==> config.mk <==
export PLATFORM = sky130hd
export DESIGN_NAME = sdram_pixel_read_responder
export DESIGN_NICKNAME = d
export VERILOG_FILES = /design/src/rtl/pixel_rd_pkg.sv /design/src/rtl/pixel_word_cache.sv /design/src/rtl/sdram_pixel_read_responder.sv
export SDC_FILE = /design/constraint.sdc
export NUM_CORES = 1
export LEC_CHECK = 0
export CORE_UTILIZATION = 27
export DETAILED_ROUTE_END_ITERATION = 7
export GPL_ROUTABILITY_DRIVEN = 0
export PLACE_DENSITY_LB_ADDON = 0.3
export SYNTH_ARGS = -nofsm -noshare
export SYNTH_HDL_FRONTEND = slang
export SYNTH_SLANG_ARGS = --single-unit
==> constraint.sdc <==
create_clock -name clk -period 2.8 [get_ports clk]
set_clock_uncertainty 0.2 [all_clocks]
set_input_delay 0.42 -clock clk [delete_from_list [all_inputs] [get_ports clk]]
set_output_delay 0.42 -clock clk [all_outputs]
set_load 0.05 [all_outputs]
==> src/rtl/pixel_rd_pkg.sv <==
// Shared types, widths and the pixel select helper for the SDRAM pixel read responder.
// Contents: rd_state_t FSM encoding, ADDR_W/PIX_W/MEM_DW/TAG_W widths, sel_pixel().
// Pixel order inside a 16-bit word: even byte address in [7:0], odd in [15:8].
package pixel_rd_pkg;

    localparam int ADDR_W = 23;
    localparam int PIX_W  = 8;
    localparam int MEM_DW = 2 * PIX_W;
    localparam int TAG_W  = ADDR_W - 1;

    typedef enum logic [2:0] {
        IDLE,
        LOOKUP,
        ISSUE,
        WAIT,
        RESP
    } rd_state_t;

    function automatic logic [PIX_W-1:0] sel_pixel(input logic [MEM_DW-1:0] word,
                                                   input logic              lsb);
        return lsb ? word[MEM_DW-1:PIX_W] : word[PIX_W-1:0];
    endfunction

endpackage

==> src/rtl/pixel_word_cache.sv <==
// One-word hit cache: tag/data/valid register with hit compare, load and invalidate.
// Ports: tag_in (lookup and load tag), load/load_word (fill), inv (clear), hit/word (result).
// Hit is combinational; an invalidate in the same cycle forces a miss and wins over a load.
module pixel_word_cache
    import pixel_rd_pkg::*;
(
    input  logic              clk,
    input  logic              rst_n,
    input  logic [TAG_W-1:0]  tag_in,
    input  logic              load,
    input  logic [MEM_DW-1:0] load_word,
    input  logic              inv,
    output logic              hit,
    output logic [MEM_DW-1:0] word
);

    logic             valid;
    logic [TAG_W-1:0] tag;

    // Data is still written when inv coincides with load, so the in-flight
    // response can be taken from the word register while valid stays clear.
    always_ff @(posedge clk or negedge rst_n) begin
        if (!rst_n) begin
            valid <= 1'b0;
            tag   <= '0;
            word  <= '0;
        end else begin
            if (load) begin
                tag  <= tag_in;
                word <= load_word;
            end
            if (inv) begin
                valid <= 1'b0;
            end else if (load) begin
                valid <= 1'b1;
            end
        end
    end

    assign hit = valid && !inv && (tag == tag_in);

endmodule

==> src/rtl/sdram_pixel_read_responder.sv <==
// Pixel read responder: turns byte-pixel requests into 16-bit SDRAM word reads via a one-word cache.
// Ports: req_start/req_addr in, rsp_valid/rsp_data out, mem_rd_* to the controller, busy and sticky errors.
// Latency: hit 1 cycle after req_start, miss 1 cycle after mem_rd_valid; one pending slot, overflow drops.
module sdram_pixel_read_responder
    import pixel_rd_pkg::*;
#(
    parameter int TIMEOUT = 255
) (
    input  logic              clk,
    input  logic              rst_n,
    input  logic              req_start,
    input  logic [ADDR_W-1:0] req_addr,
    input  logic              cache_inv,
    output logic              rsp_valid,
    output logic [PIX_W-1:0]  rsp_data,
    output logic              busy,
    output logic              err_overflow,
    output logic              err_timeout,
    output logic              mem_rd_req,
    output logic [TAG_W-1:0]  mem_rd_addr,
    input  logic              mem_rd_ack,
    input  logic              mem_rd_valid,
    input  logic [MEM_DW-1:0] mem_rd_data
);

    localparam int CNT_W = $clog2(TIMEOUT + 1);
    localparam logic [CNT_W-1:0] TMO_MAX = CNT_W'(TIMEOUT);

    rd_state_t         state, state_nxt;
    logic [ADDR_W-1:0] cur_addr, cur_addr_nxt;
    logic              pend_full, pend_full_nxt;
    logic [ADDR_W-1:0] pend_addr, pend_addr_nxt;
    logic [CNT_W-1:0]  tmo_cnt;
    logic              hit;
    logic [MEM_DW-1:0] cache_word;
    logic              cache_load;
    logic              tmo_hit;
    logic              done;
    logic              ovf_set;

    pixel_word_cache u_cache (
        .clk       (clk),
        .rst_n     (rst_n),
        .tag_in    (cur_addr[ADDR_W-1:1]),
        .load      (cache_load),
        .load_word (mem_rd_data),
        .inv       (cache_inv),
        .hit       (hit),
        .word      (cache_word)
    );

    // A data return in the same cycle the count expires still wins.
    assign tmo_hit     = (state == WAIT) && !mem_rd_valid && (tmo_cnt >= TMO_MAX);
    assign mem_rd_addr = cur_addr[ADDR_W-1:1];
    assign busy        = (state != IDLE) || pend_full;

    always_comb begin
        state_nxt     = state;
        cur_addr_nxt  = cur_addr;
        pend_full_nxt = pend_full;
        pend_addr_nxt = pend_addr;
        rsp_valid     = 1'b0;
        rsp_data      = '0;
        mem_rd_req    = 1'b0;
        cache_load    = 1'b0;
        done          = 1'b0;
        ovf_set       = 1'b0;

        case (state)
            IDLE: begin
                if (req_start) begin
                    cur_addr_nxt = req_addr;
                    state_nxt    = LOOKUP;
                end
            end
            LOOKUP: begin
                if (hit) begin
                    rsp_valid = 1'b1;
                    rsp_data  = sel_pixel(cache_word, cur_addr[0]);
                    done      = 1'b1;
                end else begin
                    state_nxt = ISSUE;
                end
            end
            ISSUE: begin
                mem_rd_req = 1'b1;
                if (mem_rd_ack) begin
                    state_nxt = WAIT;
                end
            end
            WAIT: begin
                if (mem_rd_valid) begin
                    cache_load = 1'b1;
                    state_nxt  = RESP;
                end else if (tmo_hit) begin
                    rsp_valid = 1'b1;
                    done      = 1'b1;
                end
            end
            RESP: begin
                rsp_valid = 1'b1;
                rsp_data  = sel_pixel(cache_word, cur_addr[0]);
                done      = 1'b1;
            end
            default: state_nxt = IDLE;
        endcase

        // On completion the pending entry is serviced first; a request
        // arriving in that same cycle refills the slot (or, with the slot
        // empty, goes straight to lookup) so ordering is preserved.
        if (done) begin
            if (pend_full) begin
                cur_addr_nxt  = pend_addr;
                state_nxt     = LOOKUP;
                pend_full_nxt = req_start;
                if (req_start) begin
                    pend_addr_nxt = req_addr;
                end
            end else if (req_start) begin
                cur_addr_nxt = req_addr;
                state_nxt    = LOOKUP;
            end else begin
                state_nxt = IDLE;
            end
        end else if (req_start && (state != IDLE)) begin
            if (!pend_full) begin
                pend_full_nxt = 1'b1;
                pend_addr_nxt = req_addr;
            end else begin
                ovf_set = 1'b1;
            end
        end
    end

    always_ff @(posedge clk or negedge rst_n) begin
        if (!rst_n) begin
            state        <= IDLE;
            cur_addr     <= '0;
            pend_full    <= 1'b0;
            pend_addr    <= '0;
            tmo_cnt      <= '0;
            err_overflow <= 1'b0;
            err_timeout  <= 1'b0;
        end else begin
            state        <= state_nxt;
            cur_addr     <= cur_addr_nxt;
            pend_full    <= pend_full_nxt;
            pend_addr    <= pend_addr_nxt;
            err_overflow <= err_overflow | ovf_set;
            err_timeout  <= err_timeout | tmo_hit;
            // Counts cycles since ISSUE entry, saturating at the limit.
            if ((state == LOOKUP) && (state_nxt == ISSUE)) begin
                tmo_cnt <= '0;
            end else if (((state == ISSUE) || (state == WAIT)) && (tmo_cnt != TMO_MAX)) begin
                tmo_cnt <= tmo_cnt + 1'b1;
            end
        end
    end

endmodule

==> flow_metrics.py, run 1 <==
metrics = {
    "run_status": {
        "status": "complete, but fails checks",
        "violations": "setup timing",
    },
    "synth": {
        "netlist_area_mm2": 0.005346,
        "synth-seq-area-share_pct": 46.34,
        "synth_ff_type": "dfrtp_1",
        "syn_avg_cell_area_um2": 10.16,
        "synthDistinctLibCells": 42,
        "ys_async_sr_fraction_pct": 100.0,
        "synthCells": 526,
        "syn_nets": 572,
        "synth_warnings": 0,
        "synth_edf_count": 0,
        "synth-seq-cells": 99,
    },
    "timing": {
        "drv_slew": 0,
        "tightestPinTransition_ns": 0.7214,
        "setup_viol": 9,
        "hold_viol": 0,
        "min_period_ns": 2.878,
        "period_share_pct": 102.8,
        "fin_ws_ns": -0.07840,
        "fmax_ghz": 0.3474,
        "max_slew_margin_pct": 51.84,
        "rsz0062_at_grt": "yes",
    },
    "grt": {
        "gr-total-overflow": 0,
        "grt_pass1_wl_mm": 23.07,
        "antenna_found_initial": 0,
        "grt_pass1_vias": 4323,
        "grt_start_max_net_pins": 43,
        "globalRouteTotalUtil_pct": 14.75,
    },
    "power": {
        "total_leakage_power_nw": 3.194,
        "p_total_mw": 7.917,
        "ir_drop_mv": 0.4353,
        "p_per_area_mw_per_mm2": 1111,
    },
    "worst_setup_path": {
        "path_class": "reg -> out",
        "crit_required_ns": 2.18,
        "path_max_fanout": 8,
        "cp.arrival_ns": 2.26,
        "critPathLaunchType": "flop",
        "end_kind": "primary output",
    },
    "route": {
        "drtAntennaViolNets": 0,
        "drt_wl_total_mm": 14.26,
        "wl_per_cell_um": 16.26,
        "first_pass_iters": 4,
        "via_count": 4115,
        "via_per_inst": 4.692,
        "drt_iter0_drc": 260,
        "drc": 0,
    },
    "final_layout": {
        "filler_cell_count": 1903,
        "drive_gt1_share_pct": 25.16,
        "layout.nets": 653,
        "final_util_pct": 36.60,
        "n_antenna_cell": 0,
        "synthToLayoutAreaGrowth_pct": 33.23,
        "fin_cells": 877,
    },
    "clock_network": {
        "clock_path_buffers": 2,
        "clockRootBuffer": "clkbuf_16",
        "cts.sinks": 99,
        "cts_tree": "yes",
        "clkLatencyLatePin_ns": 0.35,
        "cts-htree-levels": 3,
        "cts_made_buffers": 9,
        "clk_pin_slew_ns": 0.07,
    },
    "flow_run": {
        "drv_cap": 0,
    },
    "die": {
        "dieArea_mm2": 0.02037,
        "start_util_pct": 27.47,
        "num_rows": 51,
        "die_w_um": 142.7,
        "core_area_mm2": 0.01946,
        "die_h_um": 142.7,
        "io_pins": 80,
    },
    "placed_design": {
        "port_buffers": 79,
        "dp.final_hpwl_mm": 9.617,
        "placed_cells": 855,
    },
    "hold_path": {
        "hp-class": "in -> reg",
    },
}
==> worst paths after layout <==
check | from | end | slack, ns | cells past startpoint
worst max-delay path | flop | rsp_data[2] | -0.08 | 8
worst min-delay path | cache_inv | u_cache.valid | 0.24 | 2
worst max register to register | flop | pend_addr[9] | 0.03 | 10
worst min register to register | err_overflow | err_overflow | 0.27 | 1
max in group asynchronous | rst_n | pend_addr[16] | 1.32 | 3
min in group asynchronous | rst_n | tmo_cnt[4] | 0.35 | 2
==> per-stage QoR <==
step | setup slack, ns | hold WS (ns) | instance area, um^2 | TNS, ns
finish | -0.07840 | 0.2448 | 7123 | -0.6004
global route | -0.2305 | 0.2329 | 7123 | -3.223
CTS | -0.1471 | 0.2337 | 6994 | -1.183
detailed placement | -0.2843 | 0.1900 | 6615 | -12.05
global placement | -0.2499 | 0.1826 | 6615 | -9.997
floorplan | 0.03558 | -0.07559 | 5346 | 0
==> layer usage <==
metal	track usage, %	share of wire [%]	vias up
met4	4.471	1.2	0
met2	24.10	49	65
li1	-	-	1951
met1	19.21	46	2087
met5	0	0	-
met3	3.555	3.9	12
==> cell usage in the layout (no fill, tap or decap), types with 2 or more instances in the layout <==
master / netlist / final
nand2_1: 112 / 112
dfrtp_1: 99 / 99
clkdlybuf4s50_1: 0 / 66
mux2_2: 46 / 43
nor2_1: 45 / 36
mux2i_1: 32 / 32
buf_4: 22 / 31
a221o_1: 23 / 23
mux2_4: 0 / 23
o21ai_0: 16 / 16
buf_12: 0 / 16
xor2_1: 13 / 13
nand2b_1: 11 / 11
clkbuf_16: 0 / 10
inv_1: 7 / 7
nor2b_1: 7 / 7
nor2_2: 0 / 7
nand4_1: 5 / 5
a21oi_1: 5 / 5
or3_1: 4 / 4
o2111a_1: 3 / 3
or2_2: 3 / 3
clkinv_2: 0 / 3
buf_6: 2 / 3
and2_1: 2 / 2
xnor2_1: 2 / 2
a2111oi_2: 2 / 2
nor3_1: 2 / 2
nor2_4: 0 / 2
nand3_1: 2 / 2
inv_6: 0 / 2
==> power breakdown <==
part           internal [mW]  switching, mW  leakage (nW)  total, mW
Sequential              2.06          0.447          1.25       2.50
Combinational           1.91           2.21          1.79       4.12
Clock                  0.720          0.572         0.153       1.29
Total                   4.68           3.23          3.19       7.92
==> worst max-delay path, cell delays in order (launching register included) <==
cell	delay, ns
dfrtp_1	0.40
xor2_1	0.19
nor3_1	0.37
nand4_1	0.20
nor4_4	0.19
buf_4	0.16
nor2_4	0.07
nor2_2	0.17
buf_12	0.15
==> cell type report <==
cell class	instances	area [um^2]	area share, %
timing repair buffer	119	1291	18.13
multi-input combinational	369	2688	37.73
clock inverter	6	62.56	0.8783
tap	265	331.6	4.655
sequential	99	2477	34.78
inverter	9	33.78	0.4743
clock buffer	10	239.0	3.355
==> cell families after synthesis <==
family | after synthesis | share of synthesized area (%)
AND/OR/NAND/NOR | 201 | 16.59
XOR/XNOR | 15 | 2.457
buffers and inverters | 58 | 5.968
multiplexers | 98 | 19.89
AO/OA/AOI/OAI | 54 | 8.519
adder cells (fa/ha/maj) | 1 | 0.2340
flip-flops | 99 | 46.34
==> Yosys cell counts (all sizes together) (2+ instances only) <==
cell       n  area share [%]
a2111oi    2            0.56
a21oi      5            0.47
a221o     23             4.3
and2       2            0.23
buf       35             4.4
clkbuf    14            0.98
dfrtp     99              46
inv        8            0.56
mux2      66              14
mux2i     32             6.0
nand2    112             7.9
nand2b    11             1.3
nand3      2            0.19
nand4      5            0.59
nor2      45             3.2
nor2b      7            0.82
nor3       3            0.37
nor4       3            0.63
o2111a     3            0.63
o21ai     16             1.5
or2        3            0.35
or3        5            0.68
xnor2      2            0.33
xor2      13             2.1
==> repair_timing <==
item | 4_1_cts | 5_1_grt
hold endpoints to repair | 29 | 0
resized for setup | 13 | 27
cloned | 0 | 1
hold buffers | 1 | 0
setup buffers | 4 | 0
pin swaps | 2 | 3
setup endpoints to repair | 9 | 55
(Power assumes the default switching activity.)
==> inputs of run 2 (changes only) <==
--- a/config.mk
+++ b/config.mk
@@ -5,9 +5,11 @@
 export SDC_FILE = /design/constraint.sdc
 export NUM_CORES = 1
 export LEC_CHECK = 0
+export CORE_MARGIN = 8
 export CORE_UTILIZATION = 27
 export DETAILED_ROUTE_END_ITERATION = 7
 export GPL_ROUTABILITY_DRIVEN = 0
+export HOLD_SLACK_MARGIN = 0.02
 export PLACE_DENSITY_LB_ADDON = 0.3
 export SYNTH_ARGS = -nofsm -noshare
 export SYNTH_HDL_FRONTEND = slang
==> flow_metrics.py, run 2 (synthesized netlist as in run 1, its figures left out) <==
metrics = {
    "run_status": {
        "status": "complete, but fails checks",
        "violations": "setup timing",
    },
    "power": {
        "p_per_area_mw_per_mm2": 1089,
        "ir_drop_mv": 0.3698,
        "total_leakage_power_nw": 3.073,
    },
    "final_layout": {
        "fin_cells": 878,
        "final_util_pct": 36.04,
        "layout_common_cells": "112 x nand2_1, 99 x dfrtp_1, 67 x clkdlybuf4s50_1",
        "layout_commonest_cell": "nand2_1",
        "synthToLayoutAreaGrowth_pct": 31.20,
        "drive_gt1_share_pct": 22.19,
        "n_antenna_cell": 0,
        "layout.nets": 654,
    },
    "timing": {
        "max_slew_margin_pct": 51.89,
        "drv_slew": 0,
        "fmax_ghz": 0.3368,
        "hold_viol": 0,
        "fin_hold_ws_ns": 0.2664,
        "period_share_pct": 106.0,
        "setup_viol": 31,
        "final.setup.tns_ns": -2.044,
        "tightestPinTransition_ns": 0.7206,
        "fin_ws_ns": -0.1693,
        "rsz0062_at_grt": "yes",
        "min_period_ns": 2.969,
    },
    "clock_network": {
        "clk_pin_slew_ns": 0.08,
        "cts.sinks": 99,
        "clkLatencyLatePin_ns": 0.35,
        "clockRootBuffer": "clkbuf_16",
        "cts_made_buffers": 9,
        "cts-htree-levels": 3,
        "clock_path_buffers": 2,
        "cts_tree": "yes",
    },
    "worst_setup_path": {
        "crit_buf_inv": 3,
        "crit_required_ns": 2.18,
        "end_kind": "primary output",
        "cp.arrival_ns": 2.35,
        "r2r-end": "pend_addr[21]",
        "path_class": "in -> out",
        "slowest_delay_ns": 0.51,
        "path_max_fanout": 8,
        "cp_top_family": "buffers and inverters",
        "path_cells": "clkdlybuf4s50_1 -> a2111oi_4 -> nand4_1 -> nor4_4 -> buf_4 -> nor2_4 -> nor2_2 -> buf_12",
        "rr_worst_depth": 11,
        "critPathLaunchType": "input pin",
        "critical_path.slowest_cell": "clkdlybuf4s50_1",
        "r2r_slack_ns": -0.01,
    },
    "hold_path": {
        "holdPathStages": 1,
        "hold_end": "err_overflow",
        "hp-start": "err_overflow",
        "hp-class": "reg -> reg",
    },
    "die": {
        "num_rows": 51,
        "die_w_um": 156.7,
        "die_h_um": 156.7,
        "start_util_pct": 27.47,
        "io_pins": 80,
        "core_area_mm2": 0.01946,
        "dieArea_mm2": 0.02456,
    },
    "placed_design": {
        "placed_cells": 856,
        "dp.final_hpwl_mm": 9.992,
        "port_buffers": 79,
        "preCtsSetupSlack_ns": -0.2535,
    },
    "route": {
        "drtAntennaViolNets": 0,
        "drc": 0,
        "via_per_inst": 4.592,
        "first_pass_iters": 4,
        "drt_iter0_drc": 191,
        "wl_per_cell_um": 16.64,
        "via_count": 4032,
        "drt_wl_total_mm": 14.61,
    },
    "grt": {
        "antenna_found_initial": 0,
        "grt_pass1_wl_mm": 23.34,
        "globalRouteTotalUtil_pct": 12.09,
        "grt_start_max_net_pins": 51,
        "grt_pass1_vias": 4364,
        "gr-total-overflow": 0,
    },
    "flow_run": {
        "drv_cap": 0,
    },
}
run 2: worst register-to-register path: stages (launching register included):
cell	delay, ns
dfrtp_1	0.39
xor2_1	0.22
nor4_2	0.08
buf_4	0.14
nand4_1	0.13
nor4_4	0.05
buf_4	0.15
or3_4	0.37
buf_4	0.15
a22oi_4	0.28
buf_12	0.19
mux2_1	0.33
run 2: layout make-up:
type | instances | area, um^2
fill | 1913 | 12450
multi-input combinational | 369 | 2618
sequential | 99 | 2477
timing repair buffer | 120 | 1275
tap | 265 | 331.6
clock buffer | 11 | 242.7
clock inverter | 5 | 36.28
inverter | 9 | 33.78
run 2: where the power goes:
part           total (mW)  switching (mW)  internal [mW]
sequential           2.49           0.438           2.06
combinational        3.95            2.19           1.75
clock                1.20           0.565          0.632
run 2: timing repair:
item	4_1_cts	5_1_grt
cloned	0	1
setup endpoints to repair	9	55
gates resized for setup	8	10
buffers inserted	2	2
hold buffers	1	0
pin swaps	0	3
hold endpoints to repair	47	0
run 2: metal layers:
metal	part of all wire [%]	GRT usage [%]	up-vias	wire length [um]
met5	0	0	-	0
met2	48	20.90	69	7062
met4	1.1	2.929	0	159
li1	-	-	1957	-
met3	3.4	2.758	13	504
met1	47	14.93	1993	6884
run 2: worst max-delay path by stage:
stage                   start             to  slack (ns)  depth (start not counted)
detailed placement  cache_inv  pend_addr[12]       -0.25                          9
finish              cache_inv    rsp_data[2]       -0.17                          8
floorplan                flop    rsp_data[0]        0.04                          6
CTS                      flop    rsp_data[5]       -0.17                          9
global route             flop    rsp_data[3]       -0.27                          9
global placement    cache_inv   pend_addr[1]       -0.25                          9
run 2: per-stage QoR:
step	instance area [um^2]	total power [mW]
2_1_floorplan	5346	5.235
3_3_place_gp	6598	6.256
3_5_place_dp	6598	6.375
4_1_cts	6930	7.638
5_1_grt	7014	8.169
6_report	7014	7.636
==> inputs of run 3 (changes only) <==
--- a/config.mk
+++ b/config.mk
@@ -11,6 +11,7 @@
 export GPL_ROUTABILITY_DRIVEN = 0
 export HOLD_SLACK_MARGIN = 0.02
 export PLACE_DENSITY_LB_ADDON = 0.3
+export SKIP_LAST_GASP = 1
 export SYNTH_ARGS = -nofsm -noshare
 export SYNTH_HDL_FRONTEND = slang
 export SYNTH_SLANG_ARGS = --single-unit
==> results of run 3 <==
The final DEF is identical to that of run 2; final timing and power are the same.
